--- src/rtl/mmcm_drp_reconfig.sv ---
// mmcm_drp_reconfig: DRP read-modify-write engine that reprograms MMCM divide
// fields (CLKOUT0..N-1, CLKFBOUT, DIVCLK) while the MMCM is held in reset,
// then waits for LOCKED.
// Optional build macro: DFS_DRP_READBACK_VERIFY_EN adds a readback compare
// after every DRP write and the err_verify output.
module mmcm_drp_reconfig #(
    parameter int unsigned NUM_CLKOUT     = 2,
    parameter int unsigned DRP_ADDR_WIDTH = 7,
    parameter int unsigned DRP_DATA_WIDTH = 16,
    parameter int unsigned DRP_TIMEOUT    = 1023,
    parameter int unsigned LOCK_TIMEOUT   = 65535
) (
    input  logic                        clk,
    input  logic                        rstn,
    input  logic                        req_valid,
    output logic                        req_ready,
    input  logic [NUM_CLKOUT+1:0]       req_mask,
    input  logic [7*NUM_CLKOUT-1:0]     req_clkout_div,
    input  logic [6:0]                  req_fb_div,
    input  logic [6:0]                  req_div_div,
    output logic                        done,
    output logic                        err_range,
    output logic                        err_timeout,
`ifdef DFS_DRP_READBACK_VERIFY_EN
    output logic                        err_verify,
`endif
    output logic                        busy,
    output logic                        drp_den,
    output logic                        drp_dwe,
    output logic [DRP_ADDR_WIDTH-1:0]   drp_daddr,
    output logic [DRP_DATA_WIDTH-1:0]   drp_di,
    input  logic [DRP_DATA_WIDTH-1:0]   drp_do,
    input  logic                        drp_drdy,
    output logic                        mmcm_rst,
    input  logic                        mmcm_locked
);

    // Slot s < 2N: CLKOUT(s/2) REG1/REG2; 2N/2N+1: FBOUT REG1/REG2; 2N+2: DIVCLK
    localparam int unsigned NSLOT   = 2 * NUM_CLKOUT + 3;
    localparam int unsigned SLOT_W  = $clog2(NSLOT);
    localparam int unsigned TMR_MAX = (DRP_TIMEOUT > LOCK_TIMEOUT) ? DRP_TIMEOUT : LOCK_TIMEOUT;
    localparam int unsigned TMR_W   = $clog2(TMR_MAX + 1);
    localparam int unsigned DW      = DRP_DATA_WIDTH;

    localparam logic [7:0] CLK_BASE [7] = '{8'h08, 8'h0A, 8'h0C, 8'h0E, 8'h10, 8'h06, 8'h12};

    typedef enum logic [3:0] {
        S_IDLE, S_CHECK, S_RST_ON, S_RD, S_RD_WAIT, S_WR, S_WR_WAIT,
`ifdef DFS_DRP_READBACK_VERIFY_EN
        S_VRD, S_VRD_WAIT,
`endif
        S_RST_OFF, S_LOCK_WAIT, S_DONE
    } state_t;

    state_t                    state_q;
    logic [NUM_CLKOUT+1:0]     mask_q;
    logic [7*NUM_CLKOUT-1:0]   cdiv_q;
    logic [6:0]                fbdiv_q;
    logic [6:0]                dvdiv_q;
    logic [SLOT_W-1:0]         slot_q;
    logic [TMR_W-1:0]          timer_q;
    logic                      ready_q, done_q, err_range_q, err_timeout_q, busy_q;
    logic                      den_q, dwe_q, rst_q;
    logic [DRP_ADDR_WIDTH-1:0] daddr_q;
    logic [DW-1:0]             di_q;
`ifdef DFS_DRP_READBACK_VERIFY_EN
    logic                      err_verify_q;
`endif

    logic [NSLOT-1:0]  slot_mask_c;
    logic [SLOT_W-1:0] first_slot_c;
    logic [SLOT_W-1:0] nxt_slot_c;
    logic              nxt_found_c;
    logic [6:0]        cur_div_c;
    logic              cur_is_div_c;
    logic              range_err_c;
    logic              drp_to_c;
    logic              lock_to_c;

    // DRP address of a register slot
    function automatic logic [DRP_ADDR_WIDTH-1:0] slot_addr(input logic [SLOT_W-1:0] s);
        logic [7:0] a;
        a = 8'h16;
        if (s < SLOT_W'(2 * NUM_CLKOUT)) begin
            for (int c = 0; c < NUM_CLKOUT; c++) begin
                if (s[SLOT_W-1:1] == (SLOT_W-1)'(c)) a = CLK_BASE[c] | {7'd0, s[0]};
            end
        end else if (s != SLOT_W'(2 * NUM_CLKOUT + 2)) begin
            a = 8'h14 | {7'd0, s[0]};
        end
        return DRP_ADDR_WIDTH'(a);
    endfunction

    // Merge divide value fields into the word read back from the DRP
    function automatic logic [DW-1:0] drp_merge(input logic [DW-1:0] rd, input logic [6:0] d,
                                                input logic is_div, input logic reg2);
        logic [DW-1:0] m;
        logic [5:0]    hi;
        logic [5:0]    lo;
        logic          edge_b;
        logic          nc;
        hi     = d[6:1];
        lo     = 6'(d - {1'b0, d[6:1]});
        if (d == 7'd1) begin
            hi = 6'd1;
            lo = 6'd1;
        end
        edge_b = d[0];
        nc     = (d == 7'd1);
        m      = rd;
        if (is_div) begin
            m[13]   = edge_b;
            m[12]   = nc;
            m[11:6] = hi;
            m[5:0]  = lo;
        end else if (reg2) begin
            m[11] = 1'b0;
            m[7]  = edge_b;
            m[6]  = nc;
        end else begin
            m[11:6] = hi;
            m[5:0]  = lo;
        end
        return m;
    endfunction

    // Expand field mask to register slots and find first / next enabled slot
    always_comb begin
        slot_mask_c  = '0;
        first_slot_c = '0;
        nxt_slot_c   = '0;
        nxt_found_c  = 1'b0;
        for (int s = 0; s < 2 * NUM_CLKOUT; s++) slot_mask_c[s] = mask_q[s/2];
        slot_mask_c[2*NUM_CLKOUT]   = mask_q[NUM_CLKOUT];
        slot_mask_c[2*NUM_CLKOUT+1] = mask_q[NUM_CLKOUT];
        slot_mask_c[2*NUM_CLKOUT+2] = mask_q[NUM_CLKOUT+1];
        for (int s = NSLOT - 1; s >= 0; s--) begin
            if (slot_mask_c[s]) first_slot_c = SLOT_W'(s);
            if (slot_mask_c[s] && (SLOT_W'(s) > slot_q)) begin
                nxt_slot_c  = SLOT_W'(s);
                nxt_found_c = 1'b1;
            end
        end
    end

    // Divide value and register kind of the current slot
    always_comb begin
        cur_is_div_c = (slot_q == SLOT_W'(2 * NUM_CLKOUT + 2));
        cur_div_c    = cur_is_div_c ? dvdiv_q : fbdiv_q;
        if (slot_q < SLOT_W'(2 * NUM_CLKOUT)) begin
            for (int c = 0; c < NUM_CLKOUT; c++) begin
                if (slot_q[SLOT_W-1:1] == (SLOT_W-1)'(c)) cur_div_c = cdiv_q[7*c +: 7];
            end
        end
    end

    // Range check of every masked divide value (legal 1..126)
    always_comb begin
        range_err_c = 1'b0;
        for (int c = 0; c < NUM_CLKOUT; c++) begin
            if (mask_q[c] && (cdiv_q[7*c +: 7] == 7'd0 || cdiv_q[7*c +: 7] == 7'd127))
                range_err_c = 1'b1;
        end
        if (mask_q[NUM_CLKOUT] && (fbdiv_q == 7'd0 || fbdiv_q == 7'd127)) range_err_c = 1'b1;
        if (mask_q[NUM_CLKOUT+1] && (dvdiv_q == 7'd0 || dvdiv_q == 7'd127)) range_err_c = 1'b1;
    end

    assign drp_to_c  = (timer_q == TMR_W'(DRP_TIMEOUT - 1));
    assign lock_to_c = (timer_q == TMR_W'(LOCK_TIMEOUT - 1));

    // Reconfiguration sequencer with registered outputs
    always_ff @(posedge clk or negedge rstn) begin
        if (!rstn) begin
            state_q       <= S_IDLE;
            mask_q        <= '0;
            cdiv_q        <= '0;
            fbdiv_q       <= '0;
            dvdiv_q       <= '0;
            slot_q        <= '0;
            timer_q       <= '0;
            ready_q       <= 1'b1;
            done_q        <= 1'b0;
            err_range_q   <= 1'b0;
            err_timeout_q <= 1'b0;
            busy_q        <= 1'b0;
            den_q         <= 1'b0;
            dwe_q         <= 1'b0;
            rst_q         <= 1'b0;
            daddr_q       <= '0;
            di_q          <= '0;
`ifdef DFS_DRP_READBACK_VERIFY_EN
            err_verify_q  <= 1'b0;
`endif
        end else begin
            done_q <= 1'b0;
            den_q  <= 1'b0;
            dwe_q  <= 1'b0;
            case (state_q)
                S_IDLE: begin
                    if (req_valid) begin
                        mask_q        <= req_mask;
                        cdiv_q        <= req_clkout_div;
                        fbdiv_q       <= req_fb_div;
                        dvdiv_q       <= req_div_div;
                        err_range_q   <= 1'b0;
                        err_timeout_q <= 1'b0;
`ifdef DFS_DRP_READBACK_VERIFY_EN
                        err_verify_q  <= 1'b0;
`endif
                        busy_q        <= 1'b1;
                        ready_q       <= 1'b0;
                        state_q       <= S_CHECK;
                    end
                end
                S_CHECK: begin
                    if (range_err_c) begin
                        err_range_q <= 1'b1;
                        done_q      <= 1'b1;
                        state_q     <= S_DONE;
                    end else if (mask_q == '0) begin
                        done_q  <= 1'b1;
                        state_q <= S_DONE;
                    end else begin
                        rst_q   <= 1'b1;
                        slot_q  <= first_slot_c;
                        state_q <= S_RST_ON;
                    end
                end
                S_RST_ON: begin
                    den_q   <= 1'b1;
                    daddr_q <= slot_addr(slot_q);
                    state_q <= S_RD;
                end
                S_RD: begin
                    timer_q <= '0;
                    state_q <= S_RD_WAIT;
                end
                S_RD_WAIT: begin
                    if (drp_drdy) begin
                        di_q    <= drp_merge(drp_do, cur_div_c, cur_is_div_c, slot_q[0]);
                        den_q   <= 1'b1;
                        dwe_q   <= 1'b1;
                        state_q <= S_WR;
                    end else if (drp_to_c) begin
                        rst_q         <= 1'b0;
                        err_timeout_q <= 1'b1;
                        done_q        <= 1'b1;
                        state_q       <= S_DONE;
                    end else begin
                        timer_q <= timer_q + TMR_W'(1);
                    end
                end
                S_WR: begin
                    timer_q <= '0;
                    state_q <= S_WR_WAIT;
                end
                S_WR_WAIT: begin
                    if (drp_drdy) begin
`ifdef DFS_DRP_READBACK_VERIFY_EN
                        den_q   <= 1'b1;
                        state_q <= S_VRD;
`else
                        if (nxt_found_c) begin
                            slot_q  <= nxt_slot_c;
                            daddr_q <= slot_addr(nxt_slot_c);
                            den_q   <= 1'b1;
                            state_q <= S_RD;
                        end else begin
                            rst_q   <= 1'b0;
                            state_q <= S_RST_OFF;
                        end
`endif
                    end else if (drp_to_c) begin
                        rst_q         <= 1'b0;
                        err_timeout_q <= 1'b1;
                        done_q        <= 1'b1;
                        state_q       <= S_DONE;
                    end else begin
                        timer_q <= timer_q + TMR_W'(1);
                    end
                end
`ifdef DFS_DRP_READBACK_VERIFY_EN
                S_VRD: begin
                    timer_q <= '0;
                    state_q <= S_VRD_WAIT;
                end
                S_VRD_WAIT: begin
                    if (drp_drdy) begin
                        if (drp_do != di_q) begin
                            err_verify_q <= 1'b1;
                            rst_q        <= 1'b0;
                            done_q       <= 1'b1;
                            state_q      <= S_DONE;
                        end else if (nxt_found_c) begin
                            slot_q  <= nxt_slot_c;
                            daddr_q <= slot_addr(nxt_slot_c);
                            den_q   <= 1'b1;
                            state_q <= S_RD;
                        end else begin
                            rst_q   <= 1'b0;
                            state_q <= S_RST_OFF;
                        end
                    end else if (drp_to_c) begin
                        rst_q         <= 1'b0;
                        err_timeout_q <= 1'b1;
                        done_q        <= 1'b1;
                        state_q       <= S_DONE;
                    end else begin
                        timer_q <= timer_q + TMR_W'(1);
                    end
                end
`endif
                S_RST_OFF: begin
                    timer_q <= '0;
                    state_q <= S_LOCK_WAIT;
                end
                S_LOCK_WAIT: begin
                    if (mmcm_locked) begin
                        done_q  <= 1'b1;
                        state_q <= S_DONE;
                    end else if (lock_to_c) begin
                        err_timeout_q <= 1'b1;
                        done_q        <= 1'b1;
                        state_q       <= S_DONE;
                    end else begin
                        timer_q <= timer_q + TMR_W'(1);
                    end
                end
                S_DONE: begin
                    busy_q  <= 1'b0;
                    ready_q <= 1'b1;
                    state_q <= S_IDLE;
                end
                default: state_q <= S_IDLE;
            endcase
        end
    end

    assign req_ready   = ready_q;
    assign done        = done_q;
    assign err_range   = err_range_q;
    assign err_timeout = err_timeout_q;
    assign busy        = busy_q;
    assign drp_den     = den_q;
    assign drp_dwe     = dwe_q;
    assign drp_daddr   = daddr_q;
    assign drp_di      = di_q;
    assign mmcm_rst    = rst_q;
`ifdef DFS_DRP_READBACK_VERIFY_EN
    assign err_verify  = err_verify_q;
`endif

endmodule

--- config.mk ---
export PLATFORM = sky130hd
export DESIGN_NAME = mmcm_drp_reconfig
export DESIGN_NICKNAME = d
export VERILOG_FILES = /design/src/rtl/mmcm_drp_reconfig.sv
export SDC_FILE = /design/constraint.sdc
export NUM_CORES = 1
export LEC_CHECK = 0
export BUFFER_PORTS_ARGS = -buffer_cell sky130_fd_sc_hd__buf_4
export CAP_MARGIN = 0
export CORE_MARGIN = 10
export CORE_UTILIZATION = 51
export CTS_CLUSTER_SIZE = 24
export DETAILED_ROUTE_END_ITERATION = 7
export GPL_ROUTABILITY_DRIVEN = 0
export PLACE_DENSITY = 0.77
export SLEW_MARGIN = 20
export SYNTH_ARGS = -nofsm -noshare
export SYNTH_HDL_FRONTEND = slang
export SYNTH_SLANG_ARGS = --single-unit
--- constraint.sdc ---
create_clock -name clk -period 2.8 [get_ports clk]
set_clock_uncertainty 0.1 [all_clocks]
set_input_delay 0.42 -clock clk [delete_from_list [all_inputs] [get_ports clk]]
set_output_delay 0.42 -clock clk [all_outputs]
set_load 0.05 [all_outputs]
# Yosys cells after proc, flatten, opt, wreduce, memory -nomap -nowiden
# Cells that the tools add are included.
# W data, S select, Z words.
[totals]
register_bits = 86
inputBits = 53
output_inout_bits = 31
elab_cells = 201
[classes]
n_addsub = 2
n_lt_le_gt_ge = 9
n_eq_ne = 36
mux = 95
n_reduce_logical = 42
[ops]
columns = ["op", "count"]
rows = [
  ["$mux W7", 10],
  ["$mux W16", 4],
  ["$mux W3", 17],
  ["$pmux W16 S3", 1],
  ["$pmux W4 S9", 1],
  ["$mux W1", 35],
  ["$mux W4", 8],
  ["$eq A7 B7 Y1 const B", 4],
  ["$logic_not A7 Y1", 4],
  ["$ne A2 B2 Y1 const B", 12],
  ["$mux W6", 3],
  ["$add A16 B1 Y16 const B", 1],
  ["$eq A16 B10 Y1 const B", 1],
  ["$eq A16 B16 Y1 const B", 1],
  ["$eq A4 B3 Y1 const B", 4],
  ["$reduce_and A5 Y1", 3],
  ["$pmux W7 S2", 1],
  ["$mux W12", 1],
  ["$ne A3 B3 Y1 const B", 4],
  ["$pmux W1 S3", 4],
  ["$logic_and A1 B1 Y1", 11],
  ["$mux W5", 2],
  ["$gt A3 B3 Y1 const A", 3],
  ["$reduce_bool A3 Y1", 3],
  ["other kinds (23)", 46],
]

# Longest topological paths before layout
# Gate-level depths: netlist of the first run.
[logic_depth]
depth_word = 16
depth_mapped = 14
depth_no_buf = 13

# Worst setup path before layout of the first run
# OpenSTA, ideal clock, no wires.
[synth_path]
path_type = "register -> register"
startpoint = "reg slot_q[0]"
endpoint = "reg di_q[4] (netlist: drp_di[4])"
arrival_ns = 2.752
t_required_ns = 2.574
slack_ns = -0.178
stages_incl_launch_ff = 14
n_path_buf = 2
period_less_slack_ns = 2.978
cell_sequence = "dfrtp_1 -> buf_2 -> nand3b_1 -> buf_2 -> mux2_2 -> a21oi_1 -> inv_1 -> ha_1 -> fa_1 -> o21bai_1 -> a21oi_1 -> xnor2_1 -> a221oi_1 -> nor2_1"
[synth_via]
elab_chain_cells = 9
[synth_rtl]
columns = ["element", "line", "text"]
rows = [
  ["start, declared", "60", "logic [SLOT_W-1:0] slot_q;"],
  ["start signal, assigned", "225", "slot_q <= first_slot_c;"],
  ["start signal, assigned", "264", "slot_q <= nxt_slot_c;"],
  ["$eq A3 B3 Y1", "148", "cur_is_div_c = (slot_q == SLOT_W'(2 * NUM_CLKOUT + 2));"],
  ["$mux W7", "149", "cur_div_c = cur_is_div_c ? dvdiv_q : fbdiv_q;"],
  ["$mux W7 (2 in a row)", "152", "if (slot_q[SLOT_W-1:1] == (SLOT_W-1)'(c)) cur_div_c = cdiv_q[7*c +: 7];"],
  ["$mux W7", "150", "if (slot_q < SLOT_W'(2 * NUM_CLKOUT)) begin"],
  ["$sub A6 B6 Y6 / $eq A7 B1 Y1 (equally long branches)", "103, 104", ""],
  ["$mux W6", "104", "if (d == 7'd1) begin"],
  ["$mux W6", "116", "end else if (reg2) begin"],
  ["$mux W12 (*)", "111", "if (is_div) begin"],
  ["end signal, assigned", "240", "di_q <= drp_merge(drp_do, cur_div_c, cur_is_div_c, slot_q[0]);"],
  ["end, declared", "65", "logic [DW-1:0] di_q;"],
]
# Every way passes the cells marked *; elsewhere a longest branch is shown, timed or not.
# A chain may end at the register's enable or synchronous reset.

# Worst setup path in the final report of the first run
[layout_path]
startpoint = "reg slot_q[2]"
endpoint = "reg di_q[4] (netlist: drp_di[4])"
# The elaborated chain is that of the path after synthesis.

==> results of run 1 <==
[flip-flops by register name (all words and copies together), names as in the netlist, 3 cells and up]
signal,flops
state_q,4
slot_q,3
cdiv_q,14
dvdiv_q,7
fbdiv_q,7
drp_daddr,4
mask_q,4
timer_q,16
drp_di,16
[worst max-delay path, delay by kind of cell (launching register included)]
kind / cells / cell delay (ns)
buf+inv: 2 / 0.18
flops: 1 / 0.42
xor+xnor: 1 / 0.13
fa+ha+maj: 2 / 0.60
compound gates: 6 / 1.01
simple gates: 2 / 0.17
[what timing repair did]
action,in CTS,in global routing
endpoints found under the setup margin,1,8
hold buffers,1,0
endpoints found under the hold margin,38,0
pin swaps,0,1
gates resized for setup,1,3
buffers inserted,0,1
[worst max path at each step]
stage	from	endpoint
finish	slot_q[2]	drp_di[4]
CTS	slot_q[1]	drp_di[5]
global route	slot_q[2]	drp_di[4]
floorplan	slot_q[0]	drp_di[4]
detailed placement	slot_q[1]	drp_di[5]
global placement	slot_q[1]	drp_di[5]
[cells in the final DEF, fill, tap and decap left out, types with 7 or more instances in the layout]
cell type	instances
or3_1	13
dfrtp_1	82
nor2_1	45
buf_4	93
or4_1	7
mux2i_1	9
inv_1	21
a21oi_1	33
nand3_1	17
o21ai_1	11
o21ai_0	23
ha_1	10
clkbuf_8	9
nand2_1	44
mux2_2	36
nand4_1	7
[kinds of logic after synthesis]
family | after synthesis | synth area share
AO/OA/AOI/OAI | 119 | 0.163
AND/OR/NAND/NOR | 171 | 0.191
flip-flops | 83 | 0.448
buffers and inverters | 47 | 0.0477
adder cells (fa/ha/maj) | 11 | 0.0313
XOR/XNOR | 4 | 0.00755
multiplexers | 46 | 0.112
other | 1 | 0.000808
[where the power goes]
part | internal, mW | switching, mW | total [mW]
combinational | 1.70 | 2.34 | 4.03
sequential | 1.68 | 0.531 | 2.21
clock | 0.393 | 0.407 | 0.800
total | 3.77 | 3.28 | 7.05
[through the flow]
| stage | TNS (ns) | util |
|---|---|---|
| global placement | 0 | 0.612 |
| floorplan | 0 | - |
| global route | -0.241 | 0.635 |
| CTS | 0 | 0.633 |
| finish | 0 | 0.635 |
| detailed placement | 0 | 0.612 |
[synth_stat cells, drive strengths merged (7+ instances only)]
cell    number  area (um2)
a21oi       35         179
buf         13        88.8
clkbuf      12        45.0
dfrtp       82        2050
ha          10         125
inv         21        78.8
mux2        36         405
mux2i        9        90.1
nand2       44         165
nand3       17        85.1
nand4       10        81.3
nor2        47         184
nor4         7        50.1
o21ai       34         170
or3         14        92.6
or4          7        52.6
[layout make-up]
| class | instances | area, um2 | share of cell area |
|---|---|---|---|
| multi-input combinational | 353 | 2370 | 0.424 |
| sequential | 83 | 2080 | 0.371 |
| timing repair buffer | 97 | 759 | 0.136 |
| tap | 108 | 135 | 0.0242 |
| clock buffer | 9 | 124 | 0.0221 |
| inverter | 21 | 78.8 | 0.0141 |
| clock inverter | 4 | 45.0 | 0.00805 |
[routing by layer]
layer  vias to the layer above  wire, um  track usage
met2                       119      5440        0.276
met5                         -         0            0
met3                        17       689       0.0495
met1                      1854      4980        0.222
li1                       1904         -            -
met4                         0       118       0.0372
==> results.md, run 1 <==
- Antenna diodes: 0
- HPWL Detailed: 8440 um
- GRT Util Overall: 0.171
- Pwr dens: 1260 mW/mm2
- Initial Util: 0.527
- Gr ovfl total: 0
- FF+latch count, synth: 83
- R2r setup slk: 0.09 ns
- CP max-delay cell: dfrtp_1
- Fill count: 738
- Maximum vdd drop: 0.557 mV
- Final setup vio count: 0
- Routed len/inst: 16.6 um
- Overall Power: 7.05 mW
- Hold WS: 0.176 ns
- CTS max path bufs: 2
- Via count: 3894
- CP max FO: 6
- Number of flops mapped to enable cells by yosys: 0
- Die W: 115 um
- Die height: 115 um
- CP max stage delay: 0.42 ns
- Largest net degree at the start of global routing: 45
- Initial antenna violation count: 0
- Core box area: 0.00881 mm2
- Worst hold stages: 2
- Cell Count Post-Placement: 660
- CTS Buf Count: 9
- Distinct cells, synth: 63
- Worst Hold Class: in2reg
- Max-cap violations: 0
- Hold EP: err_timeout
- Post-synthesis cell count: 482
- IO Pins: 84
- Hold path startpoint: req_valid
- 1st-pass router iterations: 5
- Outcome: complete, no violations
- Syn-to-layout area delta: 20.5%
- CTS tree: done
- Crit path capture type: flop
- ANT nets after route: 0
- DRC viols: 0
- Post-synth ARST share: 1.00
- Worst-Margin Slew: 0.525 ns
- Die ar.: 0.0133 mm2
- # rows: 34
- Worst-path clk slew: 0.08 ns
- Startpoint Class: flop
- Dpl cell area: 0.00539 mm2
- FF-to-FF Start: slot_q[2]
- Crit path DAT: 2.85 ns
- Number of buffers added on ports: 78
- Cell area after synthesis: 0.00464 mm2
- Initial drt markers: 242
- Pins Over Slew Limit: 0
- Reg2Reg Depth: 13
- H-tree depth: 3
- Final worst slack: 0.0901 ns
- Max Fclk: 0.369 GHz
- Critical-path cell list: inv_1 -> nor2_1 -> a21oi_1 -> o21ai_0 -> o21a_1 -> inv_1 -> ha_1 -> fa_2 -> o21bai_1 -> a21oi_1 -> xnor2_1 -> a221oi_1 -> nor2_1
- Leakage: 2.52 nW
- Synth Flop Type: dfrtp_1
- RSZ-0062 raised after global routing: yes
- CTS root buffer: clkbuf_8
- TritonCTS Sinks: 83
- Pre-CTS setup slack: 0.00837 ns
- Hold Vio Cnt, Final: 0
- CP required: 2.94 ns
- Skew-Pair Late Insertion Delay: 0.35 ns
- Share of post-route cells with drive strength above 1: 0.291
- Vias in the first global route: 3863
- Fin crit share: 0.968
- Slew margin rel.: 0.650
- Final instance area: 0.00560 mm2
- Synth warn: 0
- Vias per Instance: 5.77
- Seq/Total Area, Yosys: 0.448
- Critical path class: reg2reg
- Global-route wire length before repair: 18700 um
- Final nets: 629
- Mapped Avg Cell Area: 9.63 um2
- Fin crit period: 2.71 ns
- FF-to-FF End: drp_di[4]
- Routed wire length: 11200 um
- Post-route insts no fill: 675
(Power assumes the default switching activity.)
==> run 2: changes to the inputs <==
Settings changed: CORE_MARGIN 10 to not set.
==> run 2 against run 1 <==
  * Clock-buffer cell count is the same
  * Global-route usage is 6.1 points higher
  * Power is 6.6% higher
  * Sequential share of layout area fell by 0.89 points
  * Critical path depth decreased by 2
  * Utilization is 1.9 points higher
  * Hold slack lost 0.024 ns
  * First-iteration DRC count rose by 4.5%
  * Final area increased by 2.5%
  * Setup slack lost 0.020 ns
  * Combinational power grew 3%
  * Via count is 2.0% higher
  * Critical endpoint unchanged
  * Largest power group unchanged
==> results.md, run 2 (same netlist as run 1, synthesis figures left out) <==
- Core box area: 0.00876 mm2 (was 0.00881 mm2)
- # rows: 34 (unchanged)
- Slew margin rel.: 0.653 (was 0.650)
- Vias per Instance: 5.82 (was 5.77)
- Syn-to-layout area delta: 23.6% (was 20.5%)
- Worst Hold Class: in2reg (unchanged)
- Leakage: 2.58 nW (was 2.52 nW)
- Worst-path clk slew: 0.09 ns (was 0.08 ns)
- RSZ-0062 raised after global routing: yes (unchanged)
- Final worst slack: 0.0702 ns (was 0.0901 ns)
- Dpl cell area: 0.00539 mm2 (about the same)
- CP max-delay cell: dfrtp_2 (was dfrtp_1)
- Initial antenna violation count: 0 (unchanged)
- Outcome: complete, no violations (unchanged)
- Routed len/inst: 15.8 um (was 16.6 um)
- Crit path DAT: 2.88 ns (was 2.85 ns)
- Antenna diodes: 0 (unchanged)
- Max-cap violations: 0 (unchanged)
- Critical path class: reg2reg (unchanged)
- Routed wire length: 10800 um (was 11200 um)
- Pins Over Slew Limit: 0 (unchanged)
- Die ar.: 0.00949 mm2 (was 0.0133 mm2)
- GRT Util Overall: 0.231 (was 0.171)
- H-tree depth: 3 (unchanged)
- Maximum vdd drop: 0.660 mV (was 0.557 mV)
- Final setup vio count: 0 (unchanged)
- Largest net degree at the start of global routing: 46 (was 45)
- Crit path capture type: flop (unchanged)
- Hold EP: drp_di[14] (was err_timeout)
- Worst-Margin Slew: 0.516 ns (was 0.525 ns)
- ANT nets after route: 0 (unchanged)
- Final TNS setup: 0 ns (unchanged)
- CTS max path bufs: 2 (unchanged)
- Fin crit share: 0.975 (was 0.968)
- Vias in the first global route: 3827 (was 3863)
- Initial Util: 0.530 (was 0.527)
- Global-route wire length before repair: 17900 um (was 18700 um)
- Final nets: 634 (was 629)
- Skew-Pair Late Insertion Delay: 0.36 ns (was 0.35 ns)
- Pwr dens: 1310 mW/mm2 (was 1260 mW/mm2)
- Number of buffers added on ports: 78 (unchanged)
- Startpoint Class: flop (unchanged)
- Most used cells in the layout excluding fill and tap cells: buf_4 (98), dfrtp_1 (81), nor2_1 (45) (was buf_4 (93), dfrtp_1 (82), nor2_1 (45))
- Worst hold stages: 3 (was 2)
- Overall Power: 7.51 mW (was 7.05 mW)
- Gr ovfl total: 0 (unchanged)
- Final instance area: 0.00574 mm2 (was 0.00560 mm2)
- FF-to-FF Start: slot_q[1] (was slot_q[2])
- Initial drt markers: 253 (was 242)
- Fill count: 704 (was 738)
- HPWL Detailed: 7880 um (was 8440 um)
- IO Pins: 84 (unchanged)
- Pre-CTS setup slack: 0.00594 ns (was 0.00837 ns)
- Max Fclk: 0.366 GHz (was 0.369 GHz)
- Most common cell after layout, fill and taps aside: buf_4 (unchanged)
- Fin crit period: 2.73 ns (was 2.71 ns)
- Hold path startpoint: drp_do[14] (was req_valid)
- CP max stage delay: 0.45 ns (was 0.42 ns)
- Die height: 97.4 um (was 115 um)
- Share of post-route cells with drive strength above 1: 0.310 (was 0.291)
- CTS root buffer: clkbuf_8 (unchanged)
- CP required: 2.95 ns (was 2.94 ns)
- CP max FO: 5 (was 6)
- Critical-path cell list: nand3b_1 -> mux2_2 -> a21oi_4 -> inv_1 -> ha_1 -> fa_2 -> o21bai_1 -> a21oi_1 -> xnor2_1 -> a221oi_2 -> nor2_1 (was inv_1 -> nor2_1 -> a21oi_1 -> o21ai_0 -> o21a_1 -> inv_1 -> ha_1 -> fa_2 -> o21bai_1 -> a21oi_1 -> xnor2_1 -> a221oi_1 -> nor2_1)
- Critical path's top delay family: compound AO/OA/AOI/OAI gates (unchanged)
- CTS Buf Count: 9 (unchanged)
- DRC viols: 0 (unchanged)
- 1st-pass router iterations: 5 (unchanged)
- Reg2Reg Depth: 11 (was 13)
- CTS tree: done (unchanged)
- Hold Vio Cnt, Final: 0 (unchanged)
- Die W: 97.4 um (was 115 um)
- R2r setup slk: 0.07 ns (was 0.09 ns)
- TritonCTS Sinks: 83 (unchanged)
- Via count: 3972 (was 3894)
- FF-to-FF End: drp_di[4] (unchanged)
- Buffers and inverters on the worst path: 1 (was 2)
## run 2: repair_timing
action | in CTS | in global routing
setup buffers | 0 | 4
gates resized for setup | 1 | 11
hold buffers | 1 | 0
pin swaps | 0 | 2
setup endpoints to repair | 1 | 3
endpoints found under the hold margin | 38 | 0
## run 2: metal layers
| metal | part of all wire | vias to the layer above | GRT usage |
|---|---|---|---|
| met4 | 0.018 | 0 | 0.0758 |
| met2 | 0.48 | 104 | 0.370 |
| met5 | 0 | - | 0 |
| li1 | - | 1926 | - |
| met1 | 0.46 | 1922 | 0.322 |
| met3 | 0.043 | 20 | 0.0388 |
## run 2: area by class of cell
cell class                 instances  area, um2  area share
tap                              108        135      0.0236
sequential                        83       2080       0.362
inverter                          21       78.8      0.0137
clock buffer                       9        124      0.0216
timing repair buffer             102        788       0.137
clock inverter                     6        138      0.0240
multi-input combinational        353       2390       0.417
## run 2: how the worst max path moves through the flow
stage	from	to	cells after the start
floorplan	slot_q[0]	drp_di[4]	13
global placement	slot_q[0]	drp_di[5]	13
detailed placement	slot_q[0]	drp_di[5]	13
CTS	slot_q[1]	drp_di[4]	13
global route	slot_q[2]	drp_di[4]	11
finish	slot_q[1]	drp_di[4]	11
## run 2: worst reg2reg max path, delay by kind of cell (launching register included)
kind | cells | cell delay [ns]
xor+xnor | 1 | 0.14
mux | 1 | 0.39
simple gates | 2 | 0.29
fa+ha+maj | 2 | 0.57
flops | 1 | 0.45
buf+inv | 1 | 0.07
compound gates | 4 | 0.62
## run 2: report_power, final
| group | total, mW | switching, mW | internal (mW) |
|---|---|---|---|
| clock | 1.12 | 0.438 | 0.682 |
| sequential | 2.22 | 0.541 | 1.68 |
| combinational | 4.17 | 2.42 | 1.74 |
## run 2: per-stage QoR
step / utilization / std cells / hold WS [ns]
after floorplan: - / 483 / 0.0244
after global placement: 0.615 / 662 / 0.320
after detailed placement: 0.615 / 662 / 0.327
after CTS: 0.647 / 678 / 0.151
after global routing: 0.655 / 682 / 0.167
final: 0.655 / 682 / 0.152
==> run 3: changes to the inputs <==
Clock period 2.8 ns to 2.3 ns, I/O delays scaled along.
==> run 3 against run 2 <==
  * Sequential share of layout area shrank 2.6 points
  * Setup slack worse by 0.44 ns
  * Critical endpoint unchanged
  * Final area increased by 7.6%
  * Non-clock buffer count rose by 39
  * Critical path depth unchanged
  * Clock power up 9%
  * Utilization grew 5.0 points
  * Hold slack got worse by 0.075 ns
  * The run now ends with setup timing left
  * Maximum frequency is 2.2% higher
  * Combinational power rose by 56%
  * Register-to-register slack worse by 0.44 ns
==> results.md, run 3 (same netlist as run 1, synthesis figures left out) <==
- Antenna diodes: 0 (unchanged)
- Skew-Pair Late Insertion Delay: 0.35 ns (was 0.36 ns)
- CP max-delay cell: dfrtp_1 (was dfrtp_2)
- Vias per Instance: 5.77 (was 5.82)
- Initial antenna violation count: 0 (unchanged)
- Startpoint Class: flop (unchanged)
- CTS root buffer: clkbuf_8 (unchanged)
- Leakage: 2.80 nW (was 2.58 nW)
- Critical path class: reg2reg (unchanged)
- Fin crit period: 2.67 ns (was 2.73 ns)
- Max-cap violations: 0 (unchanged)
- Share of post-route cells with drive strength above 1: 0.380 (was 0.310)
- Maximum vdd drop: 0.803 mV (was 0.660 mV)
- Outcome: finished, violations left (was complete, no violations)
- Die ar.: 0.00949 mm2 (unchanged)
- GRT Util Overall: 0.251 (was 0.231)
- Vias in the first global route: 3993 (was 3827)
- Cell Count Post-Placement: 697 (was 662)
- Pins Over Slew Limit: 0 (unchanged)
- Combinational share of power: 0.632 (was 0.555)
- Worst-path clk slew: 0.09 ns (about the same)
- CTS max path bufs: 2 (unchanged)
- Pwr dens: 1670 mW/mm2 (was 1310 mW/mm2)
- Met1 usage: 0.353 (was 0.322)
- Final worst slack: -0.370 ns (was 0.0702 ns)
- RSZ-0062 raised after global routing: yes (unchanged)
- CP max stage delay: 0.42 ns (was 0.45 ns)
- Final nets: 673 (was 634)
- Max Fclk: 0.375 GHz (was 0.366 GHz)
- Worst Hold Class: in2reg (unchanged)
- Sw Share: 0.448 (was 0.453)
- Core box area: 0.00876 mm2 (unchanged)
- Crit path capture type: flop (unchanged)
- Met2 usage: 0.387 (was 0.370)
- IO Pins: 84 (unchanged)
- Worst-Margin Slew: 0.502 ns (was 0.516 ns)
- TritonCTS Sinks: 83 (unchanged)
- Failing checks: setup timing
- Clk network pwr share: 0.119 (was 0.149)
- R2r setup slk: -0.37 ns (was 0.07 ns)
- Die W: 97.4 um (unchanged)
- Fin crit share: 1.16 (was 0.975)
- CP required: 2.44 ns (was 2.95 ns)
- Routed len/inst: 16.1 um (was 15.8 um)
- Met3 Usage GRT: 0.0482 (was 0.0388)
- Final setup vio count: 11 (was 0)
- Dpl cell area: 0.00568 mm2 (was 0.00539 mm2)
- 1st-pass router iterations: 4 (was 5)
- Internal Power: 5.67 mW (was 4.10 mW)
- Largest net degree at the start of global routing: 47 (was 46)
- Initial Util: 0.530 (unchanged)
- Switching power: 4.61 mW (was 3.40 mW)
- Die height: 97.4 um (unchanged)
- DRC viols: 0 (unchanged)
- Most common cell after layout, fill and taps aside: buf_4 (unchanged)
- GR peak layer: met2 (unchanged)
- Slew margin rel.: 0.665 (was 0.653)
- Most used cells in the layout excluding fill and tap cells: buf_4 (135), dfrtp_1 (82), nor2_1 (43), nand2_1 (43), mux2_2 (36) (was buf_4 (98), dfrtp_1 (81), nor2_1 (45))
- Crit path DAT: 2.81 ns (was 2.88 ns)
- Initial drt markers: 255 (was 253)
- Reg power frac: 0.249 (was 0.296)
- H-tree depth: 3 (unchanged)
- Post-route insts no fill: 721 (was 682)
- Number of buffers added on ports: 78 (unchanged)
- CTS tree: done (unchanged)
- Final instance area: 0.00617 mm2 (was 0.00574 mm2)
- Gr ovfl total: 0 (unchanged)
- # rows: 34 (unchanged)
- ANT nets after route: 0 (unchanged)
- Hold Vio Cnt, Final: 0 (unchanged)
- HPWL Detailed: 8320 um (was 7880 um)
- Syn-to-layout area delta: 32.9% (was 23.6%)
- Pre-CTS setup slack: -0.289 ns (was 0.00594 ns)
- Routed wire length: 11600 um (was 10800 um)
- CTS Buf Count: 9 (unchanged)
- CP max FO: 4 (was 5)
- Via count: 4159 (was 3972)
- Critical-path cell list: nand3b_1 -> mux2_2 -> a21oi_4 -> inv_2 -> ha_2 -> fa_2 -> o21bai_1 -> a21oi_2 -> xnor2_2 -> a221oi_2 -> nor2_1 (was nand3b_1 -> mux2_2 -> a21oi_4 -> inv_1 -> ha_1 -> fa_2 -> o21bai_1 -> a21oi_1 -> xnor2_1 -> a221oi_2 -> nor2_1)
- Global-route wire length before repair: 19200 um (was 17900 um)
-- run 3: changes by cell type in the layout (fill, tap and decap cells not counted), moves of 3 or more --
| cell | before | now |
|---|---|---|
| clkinv_2 | 0 | 3 |
| buf_4 | 98 | 135 |
| o21ai_1 | 12 | 16 |
| a221oi_1 | 4 | 0 |
| o21ai_0 | 22 | 18 |
| a221oi_2 | 2 | 6 |
-- run 3: cell type report --
| type | count | area (um2) |
|---|---|---|
| Timing Repair Buffer | 141 | 1100 |
| Inverter | 21 | 78.8 |
| Sequential cell | 83 | 2080 |
| Clock inverter | 6 | 105 |
| Fill cell | 607 | 2590 |
| Tap cell | 108 | 135 |
| Clock buffer | 9 | 124 |
| Multi-Input combinational cell | 353 | 2550 |
-- run 3: final timing paths --
check	from	end	depth (start not counted)
setup / recovery	slot_q[2]	drp_di[4]	11
hold / removal	drp_do[14]	drp_di[14]	3
setup reg to reg	slot_q[2]	drp_di[4]	11
hold reg to reg	drp_daddr[3]	drp_daddr[3]	1
max in group asynchronous	rstn	req_ready	3
min in group asynchronous	rstn	timer_q[12]	2
-- run 3: metrics by stage --
stage | util | power [mW] | hold slack, ns | setup TNS [ns]
after floorplan | - | 6.22 | -0.0506 | -1.41
after global placement | 0.648 | 7.96 | 0.239 | -1.06
after global routing | 0.704 | 11.0 | 0.0876 | -3.30
after CTS | 0.688 | 9.68 | 0.0728 | -0.925
final | 0.704 | 10.3 | 0.0772 | -1.82
after detailed placement | 0.648 | 8.15 | 0.242 | -1.25
-- run 3: critical path: cells and delay by family, from the launching register on --
kind,cells,cell delay (ns)
flops,1,0.42
buf+inv,1,0.06
fa+ha+maj,2,0.55
mux,1,0.37
compound gates,4,0.68
simple gates,2,0.23
xor+xnor,1,0.15
-- run 3: repair_timing --
action	4_1_cts	5_1_grt
gates resized for setup	13	24
buffers inserted	6	2
hold buffers	1	0
setup endpoints to repair	8	28
pin swaps	7	8
hold endpoints to repair	37	0
-- run 3: power groups by stage --
stage / logic (mW) / clock network, mW / registers (mW)
5_1_grt: 6.99 / 1.33 / 2.64
2_1_floorplan: 3.07 / 0 / 3.16
3_5_place_dp: 5.58 / 0 / 2.57
3_3_place_gp: 5.42 / 0 / 2.54
4_1_cts: 5.89 / 1.24 / 2.54
6_report: 6.49 / 1.22 / 2.56
-- run 3: routing by layer --
| layer | part of all wire | wire length, um |
|---|---|---|
| met5 | 0 | 0 |
| met4 | 0.020 | 234 |
| met3 | 0.038 | 444 |
| met2 | 0.49 | 5640 |
| met1 | 0.46 | 5300 |
